===== config.mk =====
export PLATFORM = sky130hd
export DESIGN_NAME = control_sequencer
export DESIGN_NICKNAME = d
export VERILOG_FILES = /design/src/rtl/control_sequencer.sv
export SDC_FILE = /design/constraint.sdc
export NUM_CORES = 1
export LEC_CHECK = 0
export CAP_MARGIN = 5
export CORE_ASPECT_RATIO = 0.9
export CORE_MARGIN = 3
export CORE_UTILIZATION = 49
export CTS_CLUSTER_DIAMETER = 30
export CTS_CLUSTER_SIZE = 25
export DETAILED_ROUTE_END_ITERATION = 10
export GPL_ROUTABILITY_DRIVEN = 0
export PLACE_DENSITY = 0.93
export SYNTH_ARGS = -nofsm -noshare
export SYNTH_HDL_FRONTEND = slang
export SYNTH_SLANG_ARGS = --single-unit

===== constraint.sdc =====
create_clock -name clock -period 4.43 [get_ports clock]
set_input_delay 1.329 -clock clock [delete_from_list [all_inputs] [get_ports clock]]
set_output_delay 1.329 -clock clock [all_outputs]
set_load 0.005 [all_outputs]

===== src/rtl/control_sequencer.sv =====
// control_sequencer: instruction FSM with integrated control decode, memory-ready timeout, HALT and sticky FAULT
module control_sequencer #(
    parameter int OPC_W       = 8,
    parameter int ALU_W       = 2,
    parameter int MEM_TIMEOUT = 15,
    parameter int ALU_ADD     = 1,
    parameter int ALU_MUL     = 2,
    parameter int OP_NOP      = 0,
    parameter int OP_CLAC     = 1,
    parameter int OP_LDAC     = 2,
    parameter int OP_STAC     = 3,
    parameter int OP_MVACR    = 4,
    parameter int OP_MVRAC    = 5,
    parameter int OP_ADD      = 6,
    parameter int OP_MUL      = 7,
    parameter int OP_JMP      = 8,
    parameter int OP_JMPZ     = 9,
    parameter int OP_HALT     = 15
) (
    input  logic             clock,
    input  logic             reset,
    input  logic             start,
    input  logic [OPC_W-1:0] opcode,
    input  logic             z_flag,
    input  logic             mem_ready,
    output logic [5:0]       state,
    output logic [3:0]       bus_sel,
    output logic             ld_ar,
    output logic             ld_ir,
    output logic             ld_dr,
    output logic             ld_r,
    output logic             ld_ac,
    output logic             clr_ac,
    output logic             pc_inc,
    output logic             pc_load,
    output logic             mem_rd,
    output logic             mem_wr,
    output logic [ALU_W-1:0] alu_op,
    output logic             busy,
    output logic             halted,
    output logic             fault
);
    localparam int CNT_W = MEM_TIMEOUT > 1 ? $clog2(MEM_TIMEOUT) : 1;

    typedef enum logic [5:0] {
        S_IDLE   = 6'd0,  S_FETCH1 = 6'd1,  S_FETCH2 = 6'd2,  S_FETCH3 = 6'd3,
        S_DECODE = 6'd4,  S_CLAC   = 6'd5,  S_LDAC1  = 6'd6,  S_LDAC2  = 6'd7,
        S_LDAC3  = 6'd8,  S_STAC1  = 6'd9,  S_STAC2  = 6'd10, S_MVACR  = 6'd11,
        S_MVRAC  = 6'd12, S_ADD    = 6'd13, S_MUL    = 6'd14, S_JMP    = 6'd15,
        S_JMPZ   = 6'd16, S_HALT   = 6'd17, S_FAULT  = 6'd18
    } state_t;

    state_t cur, nxt;
    logic [CNT_W-1:0] cnt, cnt_n;
    logic tmo, wait_st;

    // The cycle that would bring the counter to the limit is the last allowed wait
    assign tmo     = (MEM_TIMEOUT != 0) && (cnt == CNT_W'(MEM_TIMEOUT - 1));
    assign wait_st = cur inside {S_FETCH2, S_LDAC2, S_STAC2};
    assign state   = cur;
    assign busy    = !(cur inside {S_IDLE, S_HALT, S_FAULT});
    assign halted  = cur == S_HALT;
    assign fault   = cur == S_FAULT;

    always_ff @(posedge clock) begin
        if (reset) begin
            cur <= S_IDLE;
            cnt <= '0;
        end else begin
            cur <= nxt;
            cnt <= cnt_n;
        end
    end

    always_comb begin
        nxt     = cur;
        bus_sel = 4'd0;
        ld_ar   = 1'b0;
        ld_ir   = 1'b0;
        ld_dr   = 1'b0;
        ld_r    = 1'b0;
        ld_ac   = 1'b0;
        clr_ac  = 1'b0;
        pc_inc  = 1'b0;
        pc_load = 1'b0;
        mem_rd  = 1'b0;
        mem_wr  = 1'b0;
        alu_op  = '0;
        case (cur)
            S_IDLE:   nxt = start ? S_FETCH1 : S_IDLE;
            S_FETCH1: begin bus_sel = 4'd1; ld_ar = 1'b1; nxt = S_FETCH2; end
            S_FETCH2: begin
                bus_sel = 4'd6;
                mem_rd  = 1'b1;
                ld_dr   = mem_ready;
                pc_inc  = mem_ready;
                nxt     = mem_ready ? S_FETCH3 : tmo ? S_FAULT : S_FETCH2;
            end
            S_FETCH3: begin bus_sel = 4'd2; ld_ir = 1'b1; nxt = S_DECODE; end
            S_DECODE: begin
                case (opcode)
                    OPC_W'(OP_NOP):   nxt = S_FETCH1;
                    OPC_W'(OP_CLAC):  nxt = S_CLAC;
                    OPC_W'(OP_LDAC):  nxt = S_LDAC1;
                    OPC_W'(OP_STAC):  nxt = S_STAC1;
                    OPC_W'(OP_MVACR): nxt = S_MVACR;
                    OPC_W'(OP_MVRAC): nxt = S_MVRAC;
                    OPC_W'(OP_ADD):   nxt = S_ADD;
                    OPC_W'(OP_MUL):   nxt = S_MUL;
                    OPC_W'(OP_JMP):   nxt = S_JMP;
                    OPC_W'(OP_JMPZ):  nxt = S_JMPZ;
                    OPC_W'(OP_HALT):  nxt = S_HALT;
                    default:          nxt = S_FAULT;
                endcase
            end
            S_CLAC:   begin clr_ac = 1'b1; nxt = S_FETCH1; end
            S_LDAC1:  begin bus_sel = 4'd2; ld_ar = 1'b1; nxt = S_LDAC2; end
            S_LDAC2:  begin
                bus_sel = 4'd6;
                mem_rd  = 1'b1;
                ld_dr   = mem_ready;
                nxt     = mem_ready ? S_LDAC3 : tmo ? S_FAULT : S_LDAC2;
            end
            S_LDAC3:  begin bus_sel = 4'd2; ld_ac = 1'b1; nxt = S_FETCH1; end
            S_STAC1:  begin bus_sel = 4'd2; ld_ar = 1'b1; nxt = S_STAC2; end
            S_STAC2:  begin
                bus_sel = 4'd4;
                mem_wr  = 1'b1;
                nxt     = mem_ready ? S_FETCH1 : tmo ? S_FAULT : S_STAC2;
            end
            S_MVACR:  begin bus_sel = 4'd4; ld_r = 1'b1; nxt = S_FETCH1; end
            S_MVRAC:  begin bus_sel = 4'd3; ld_ac = 1'b1; nxt = S_FETCH1; end
            S_ADD:    begin alu_op = ALU_W'(ALU_ADD); ld_ac = 1'b1; nxt = S_FETCH1; end
            S_MUL:    begin alu_op = ALU_W'(ALU_MUL); ld_ac = 1'b1; nxt = S_FETCH1; end
            S_JMP:    begin bus_sel = 4'd2; pc_load = 1'b1; nxt = S_FETCH1; end
            S_JMPZ:   begin bus_sel = 4'd2; pc_load = z_flag; nxt = S_FETCH1; end
            S_HALT:   nxt = S_HALT;
            default:  nxt = S_FAULT;
        endcase
        cnt_n = (wait_st && nxt == cur) ? cnt + 1'b1 : '0;
    end
endmodule


==> results of run 1 <==
metal layers:
layer / vias to the layer above / track usage, % / part of all wire, % / wire length, um
met5: - / 0 / 0 / 0
met4: 0 / 9.486 / 0.90 / 25
met3: 2 / 1.737 / 7.0 / 195
met2: 47 / 36.15 / 50 / 1400
met1: 549 / 22.16 / 42 / 1158
li1: 575 / - / - / -
worst max path at each step:
stage,from,endpoint,slack [ns],depth (start not counted)
4_1_cts,z_flag,pc_load,0.43,5
3_3_place_gp,z_flag,pc_load,0.45,5
5_1_grt,z_flag,pc_load,0.38,5
3_5_place_dp,z_flag,pc_load,0.43,5
6_report,z_flag,pc_load,0.45,5
2_1_floorplan,opcode[0],cnt[2],1.34,7
registers in the layout (all words and copies together), names as in the netlist:
| signal | flops |
|---|---|
| cnt | 4 |
| state | 5 |
through the flow:
stage | hold slack, ns | setup WS, ns | utilization (%) | instance area (um2) | std cells
after detailed placement | 0.4892 | 0.4349 | 69.48 | 1421 | 196
after global routing | 0.5325 | 0.3808 | 70.76 | 1448 | 200
after floorplan | 0.4491 | 1.336 | - | 1136 | 149
final | 0.4944 | 0.4482 | 70.76 | 1448 | 200
after CTS | 0.4976 | 0.4295 | 70.76 | 1448 | 200
after global placement | 0.4607 | 0.4458 | 69.48 | 1421 | 196
logic make-up (layout without fill, tap and decap cells):
| family | after synthesis | count (layout) | synth area share (%) |
|---|---|---|---|
| AO/OA/AOI/OAI | 30 | 30 | 19.67 |
| XOR/XNOR | 4 | 4 | 3.094 |
| adder cells (fa/ha/maj) | 8 | 8 | 8.840 |
| buffers and inverters | 19 | 45 | 10.50 |
| flip-flops | 9 | 9 | 15.91 |
| multiplexers | 3 | 3 | 3.867 |
| other | 1 | 2 | 0.3312 |
| AND/OR/NAND/NOR | 74 | 74 | 37.79 |
worst reg2reg max path, cell delays in order (launching register included):
cell	delay (ns)
dfxtp_1	0.80
inv_1	0.22
o21ai_0	0.22
a311oi_1	0.12
a2111oi_1	0.75
xnor2_1	0.25
nor3_1	0.22
power breakdown:
part | switching, mW | leakage, nW | total, mW | internal (mW)
combinational | 0.0693 | 0.424 | 0.152 | 0.0826
clock | 0.0265 | 0.0150 | 0.0611 | 0.0346
sequential | 0.0261 | 0.0730 | 0.112 | 0.0860
total | 0.122 | 0.512 | 0.325 | 0.203
Yosys cell counts, drive strengths merged (3+ instances only):
| master | instances | share of area, % |
|---|---|---|
| a21oi | 4 | 1.8 |
| buf | 11 | 7.0 |
| ha | 8 | 8.8 |
| dfxtp | 9 | 16 |
| nor2b | 4 | 2.2 |
| nand2b | 4 | 2.2 |
| nand2 | 15 | 5.0 |
| nor2 | 17 | 5.9 |
| a211oi | 3 | 2.4 |
| and2 | 3 | 1.9 |
| xnor2 | 3 | 2.3 |
| inv | 6 | 2.0 |
| o21ai | 7 | 3.1 |
| nor3b | 4 | 3.6 |
| nor3 | 11 | 4.9 |
cell type report:
class,instances,area share [%]
sequential,9,12.45
timing repair buffer,35,24.20
inverter,6,1.556
multi-input combinational,121,57.82
clock buffer,4,1.815
tap,25,2.161
==> metrics.yaml, run 1 <==
run_status:
  status: "complete, no violations"
global_routing:
  grt_overflow_total: 0
  grt_antenna_before_repair: 0
  grt_usage_pct: 19.39
  grt_pass1_vias: 1046
  grt_max_degree: 26
  grt_pass1_wl_mm: 4.588
sta:
  period_share_pct: 89.88
  maxSlewHeadroom_pct: 42.40
  finalSetupViolCount: 0
  slew_viol_final: 0
  timing.fmax_ghz: 0.2511
  min_period_ns: 3.982
  finClkSkew_ns: 0.006918
  hold_violations: 0
  rsz0062_at_grt: "no"
  fin_tns_setup_ns: 0
  worst_pin_slew_ns: 0.8628
placed_design:
  dp_hpwl_mm: 2.157
  port_buffers: 35
flow_run:
  max_cap_viol_count: 0
clocking:
  cts.sinks: 9
  numCtsBuffers: 3
  cts_root_buf: "clkbuf_4"
  cts_tree: "done"
  cts.path.max_buffers: 2
  post_cts_resized: 0
  cts_setup_buffers: 0
  holdBufCountCts: 0
  path_clk_slew_ns: 0.06
  cts_max_level: 1
  clk_latency_ns: 0.26
detailed_routing:
  wl_per_cell_um: 13.90
  viasPerCell: 5.865
  ant_nets: 0
  num_vias: 1173
  drtIter0Drc: 22
  wl_mm: 2.780
  drc: 0
  drtPass1Iterations: 7
logic_synthesis:
  synth.avg_cell_area_um2: 7.651
  synth_cells: 148
  yosysUniqueCellTypes: 60
  synthFlopType: "dfxtp_1"
  async_flop_share_pct: 0
  synth_edf_count: 0
  syn_area_mm2: 0.001132
  ys_ff_latch: 9
  ys_warn_count: 0
  synth-seq-area-share_pct: 15.91
die:
  die_h_um: 51.61
  row_count: 15
  start_util_pct: 55.35
  fp.dieW_um: 56.67
  die_area_mm2: 0.002924
  core_mm2: 0.002046
  io_pins: 38
critical_path:
  rr_startpoint: "state[1]"
  cp_cell_sequence: "clkdlybuf4s50_1, nor4b_1, nand2_1, o21ai_0, clkdlybuf4s50_1"
  ff2ff_path_depth: 6
  cp.arrival_ns: 2.65
  critPathBufInv: 2
  worst_path_max_delay_cell: "clkdlybuf4s50_1"
  crit_type: "in -> out"
  end_kind: "output port"
  cpLargestDelayFamily: "buffers and inverters"
  r2r_slack_ns: 1.76
  start_kind: "primary input"
  critPathRequiredTime_ns: 3.10
  crit_fanout: 1
  r2r-end: "cnt[3]"
  crit_path_max_incr_delay_ns: 0.52
  cpMostUsedCell: "clkdlybuf4s50_1"
min_path:
  hp-start: "cnt[0]"
  whs_endpoint: "cnt[0]"
  worstHoldPathType: "reg -> reg"
  holdPathStages: 1
cells_and_area:
  multi_input_area_um2: 837.1
  most-common-layout-cells: "clkdlybuf4s50_1 (35), nor2_1 (16), nand2_1 (15), nor3_1 (11), dfxtp_1 (9)"
  nFillCells: 163
  antenna_cells: 0
  layout-drive-gt1-share_pct: 8.571
  layout_commonest_cell: "clkdlybuf4s50_1"
  synthToLayoutAreaGrowth_pct: 27.85
  seq_area_um2: 180.2
  finalNetCount: 197
pwr:
  p_total_uw: 325.1
  p_leak_nw: 0.5117
  p_per_area_mw_per_mm2: 224.5
  ir_worst_vdd_uv: 220.3
(Power assumes the default switching activity.)
==> inputs of run 2 (changes only) <==
ABC_AREA = 1   (was default)
CORE_ASPECT_RATIO = default   (was 0.9)
CORE_UTILIZATION = 48   (was 49)
==> metrics.yaml, run 2 <==
cells_and_area:
  antenna_cells: 0  # unchanged
  fin_area_mm2: 0.001441  # -0.43%
  multi_input_area_um2: 753.2  # -10%
  seq_area_um2: 180.2  # unchanged
  most-common-layout-cells: "nand2_1 (47), clkdlybuf4s50_1 (35), nor2_1 (29), inv_1 (21), nand3_1 (20)"
  finalNetCount: 243  # +23%
  synthToLayoutAreaGrowth_pct: 36.82
  nFillCells: 192  # +18%
  layout-drive-gt1-share_pct: 8.597  # +0.026 points
  largest_reg_flops: 5  # unchanged
  stdcell_count: 248  # +24%
  layout_commonest_cell: "nand2_1"
  final_core_util_pct: 71.29  # +0.52 points
clocking:
  clk_latency_ns: 0.27  # about the same
  cts_tree: "done"
  post_cts_resized: 0  # unchanged
  cts.sinks: 9  # unchanged
  holdBufCountCts: 0  # unchanged
  path_clk_slew_ns: 0.05  # about the same
  cts.path.max_buffers: 2  # unchanged
  cts_max_level: 1  # unchanged
  cts_setup_buffers: 0  # unchanged
  numCtsBuffers: 3  # unchanged
  cts_root_buf: "clkbuf_4"
run_status:
  status: "complete, no violations"
pwr:
  p_switching_uw: 256.4  # +110%
  p_total_uw: 549.0  # +69%
  seqPwrFrac_pct: 22.2  # -12 points
  ir_worst_vdd_uv: 275.2  # +25%
  clkPwrFrac_pct: 11.7  # -7.1 points
  internal_power_uw: 292.6  # +44%
  p_per_area_mw_per_mm2: 380.9  # +70%
  swShare_pct: 46.71  # +9.2 points
  p_leak_nw: 0.6910  # +35%
  combinationalPowerShare_pct: 66.1  # +19 points
global_routing:
  grt_antenna_before_repair: 0  # unchanged
  grt_max_degree: 14  # -46%
  grt_usage_pct: 22.65  # +3.3 points
  grt_overflow_total: 0  # unchanged
  grt_pass1_wl_mm: 4.705  # +2.6%
  grt_pass1_vias: 1142  # +9.2%
critical_path:
  start_kind: "primary input"
  cp.arrival_ns: 2.52  # -0.13 ns
  crit_type: "in -> out"
  crit_fanout: 4  # +3
  critPathRequiredTime_ns: 3.10  # about the same
  rr_startpoint: "state[4]"
  end_kind: "output port"
  startpoint: "mem_ready"
sta:
  finClkSkew_ns: 0.008475  # +0.001557 ns
  finalSetupViolCount: 0  # unchanged
  rsz0062_at_grt: "no"
  period_share_pct: 86.80  # -3.1 points
  hold_slack_ns: 0.4898  # -0.004673 ns
  setup_slack_ns: 0.5850  # +0.1367 ns
  timing.fmax_ghz: 0.2601  # +3.6%
  hold_violations: 0  # unchanged
  slew_viol_final: 0  # unchanged
  min_period_ns: 3.845  # -0.1367 ns
  fin_tns_setup_ns: 0  # unchanged
logic_synthesis:
  synthAdderAreaFrac_pct: 9.501  # +0.66 points
  muxShareOfSynthArea_pct: 0  # -3.9 points
  synth-seq-area-share_pct: 17.10  # +1.2 points
  yosysMostFrequentCell: "nand2_1"
  syn_area_mm2: 0.001054  # -7.0%
  synth_top_cell_area_share_pct: 17.10  # +1.2 points
  synth-simple-area-share_pct: 49.76  # +12 points
  yosysUniqueCellTypes: 27  # -55%
  synth_compound_area_share_pct: 9.857  # -9.8 points
  synth_top_family_by_area: "simple AND/OR/NAND/NOR gates"
  synthTopCellsByCount: "nand2_1 (47), nor2_1 (29), inv_1 (21), nand3_1 (20), dfxtp_1 (9)"
  async_flop_share_pct: 0  # unchanged
  synth_edf_count: 0  # unchanged
  ys_ff_latch: 9  # unchanged
  synth_area_leaders: "dfxtp_1 (17%), nand2_1 (17%), nor2_1 (10%), ha_1 (9.5%), nand3_1 (9.5%)"
  synth-xor-area-share_pct: 1.663  # -1.4 points
  synth_top_cell_by_area: "dfxtp_1"
  synth_cells: 184  # +24%
  synthFlopType: "dfxtp_1"
  synth.avg_cell_area_um2: 5.726  # -25%
  ys_warn_count: 0  # unchanged
detailed_routing:
  wl_per_cell_um: 11.32  # -19%
  ant_nets: 0  # unchanged
  drtPass1Iterations: 4  # -3
  num_vias: 1298  # +11%
  drc: 0  # unchanged
  wl_mm: 2.808  # +1.0%
  drtIter0Drc: 52  # +140%
  viasPerCell: 5.234  # -11%
die:
  io_pins: 38  # unchanged
  fp.dieW_um: 52.85  # -6.7%
  die_h_um: 52.85  # +2.4%
  core_mm2: 0.002022  # -1.2%
  die_area_mm2: 0.002793  # -4.5%
  start_util_pct: 52.10  # -3.2 points
  row_count: 16  # +1
min_path:
  worstHoldPathType: "reg -> reg"
  hp-start: "cnt[0]"
placed_design:
  port_buffers: 35  # unchanged
  placed_cells: 244  # +24%
  pre_cts_slack_ns: 0.5803  # +0.1454 ns
  dp_hpwl_mm: 2.325  # +7.8%
  placed_area_mm2: 0.001415  # -0.44%
flow_run:
  max_cap_viol_count: 0  # unchanged
-- run 2: changes by cell type in the layout (fill, tap and decap cells not counted), sizes merged, moves of 3 or more --
| cell | delta |
|---|---|
| a211oi | -3 |
| a21oi | +4 |
| and2 | -3 |
| inv | +19 |
| nand2 | +33 |
| nand2b | -4 |
| nand3 | +21 |
| nor2 | +19 |
| nor2b | -4 |
| nor3 | -4 |
| nor3b | -4 |
-- run 2: critical path: stages --
cell and delay [ns]:
clkdlybuf4s50_1 0.51, nand2_1 0.10, inv_1 0.09, clkdlybuf4s50_1 0.50
-- run 2: metal layers --
metal	up-vias	global-route usage (%)	share of wire (%)
li1	662	-	-
met1	561	26.36	42
met2	69	38.84	48
met3	6	6.761	9.1
met4	0	8.085	1.5
met5	-	0	0
-- run 2: power by group through the flow --
stage          Sequential (mW)  Clock, mW  Combinational (mW)
5_1_grt                  0.123     0.0694               0.405
6_report                 0.122     0.0644               0.363
3_3_place_gp             0.122          0               0.355
4_1_cts                  0.121     0.0663               0.362
2_1_floorplan            0.116          0               0.215
3_5_place_dp             0.123          0               0.360
-- run 2: kinds of logic (layout without fill, tap and decap cells) --
group                      Yosys count  count (layout)
buffers and inverters               29              65
AOI/OAI and AO/OA                   18              18
xor gates and xnor gates             2               2
other                                1               2
DFF                                  9               9
adders and majority gates            8               8
and+or+nand+nor                    117             117
-- run 2: area by class of cell --
cell class                 instances  share of cell area, %
sequential                         9                  12.50
inverter                          26                  6.771
timing repair buffer              35                  24.31
multi-input combinational        147                  52.26
clock buffer                       4                  1.823
tap                               27                  2.344
-- run 2: path summary, 6_finish.rpt --
path | to | slack [ns] | depth (start not counted)
max | pc_inc | 0.58 | 4
min | cnt[0] | 0.49 | 1
max reg2reg | cnt[1] | 2.55 | 11
min reg2reg | cnt[0] | 0.49 | 1
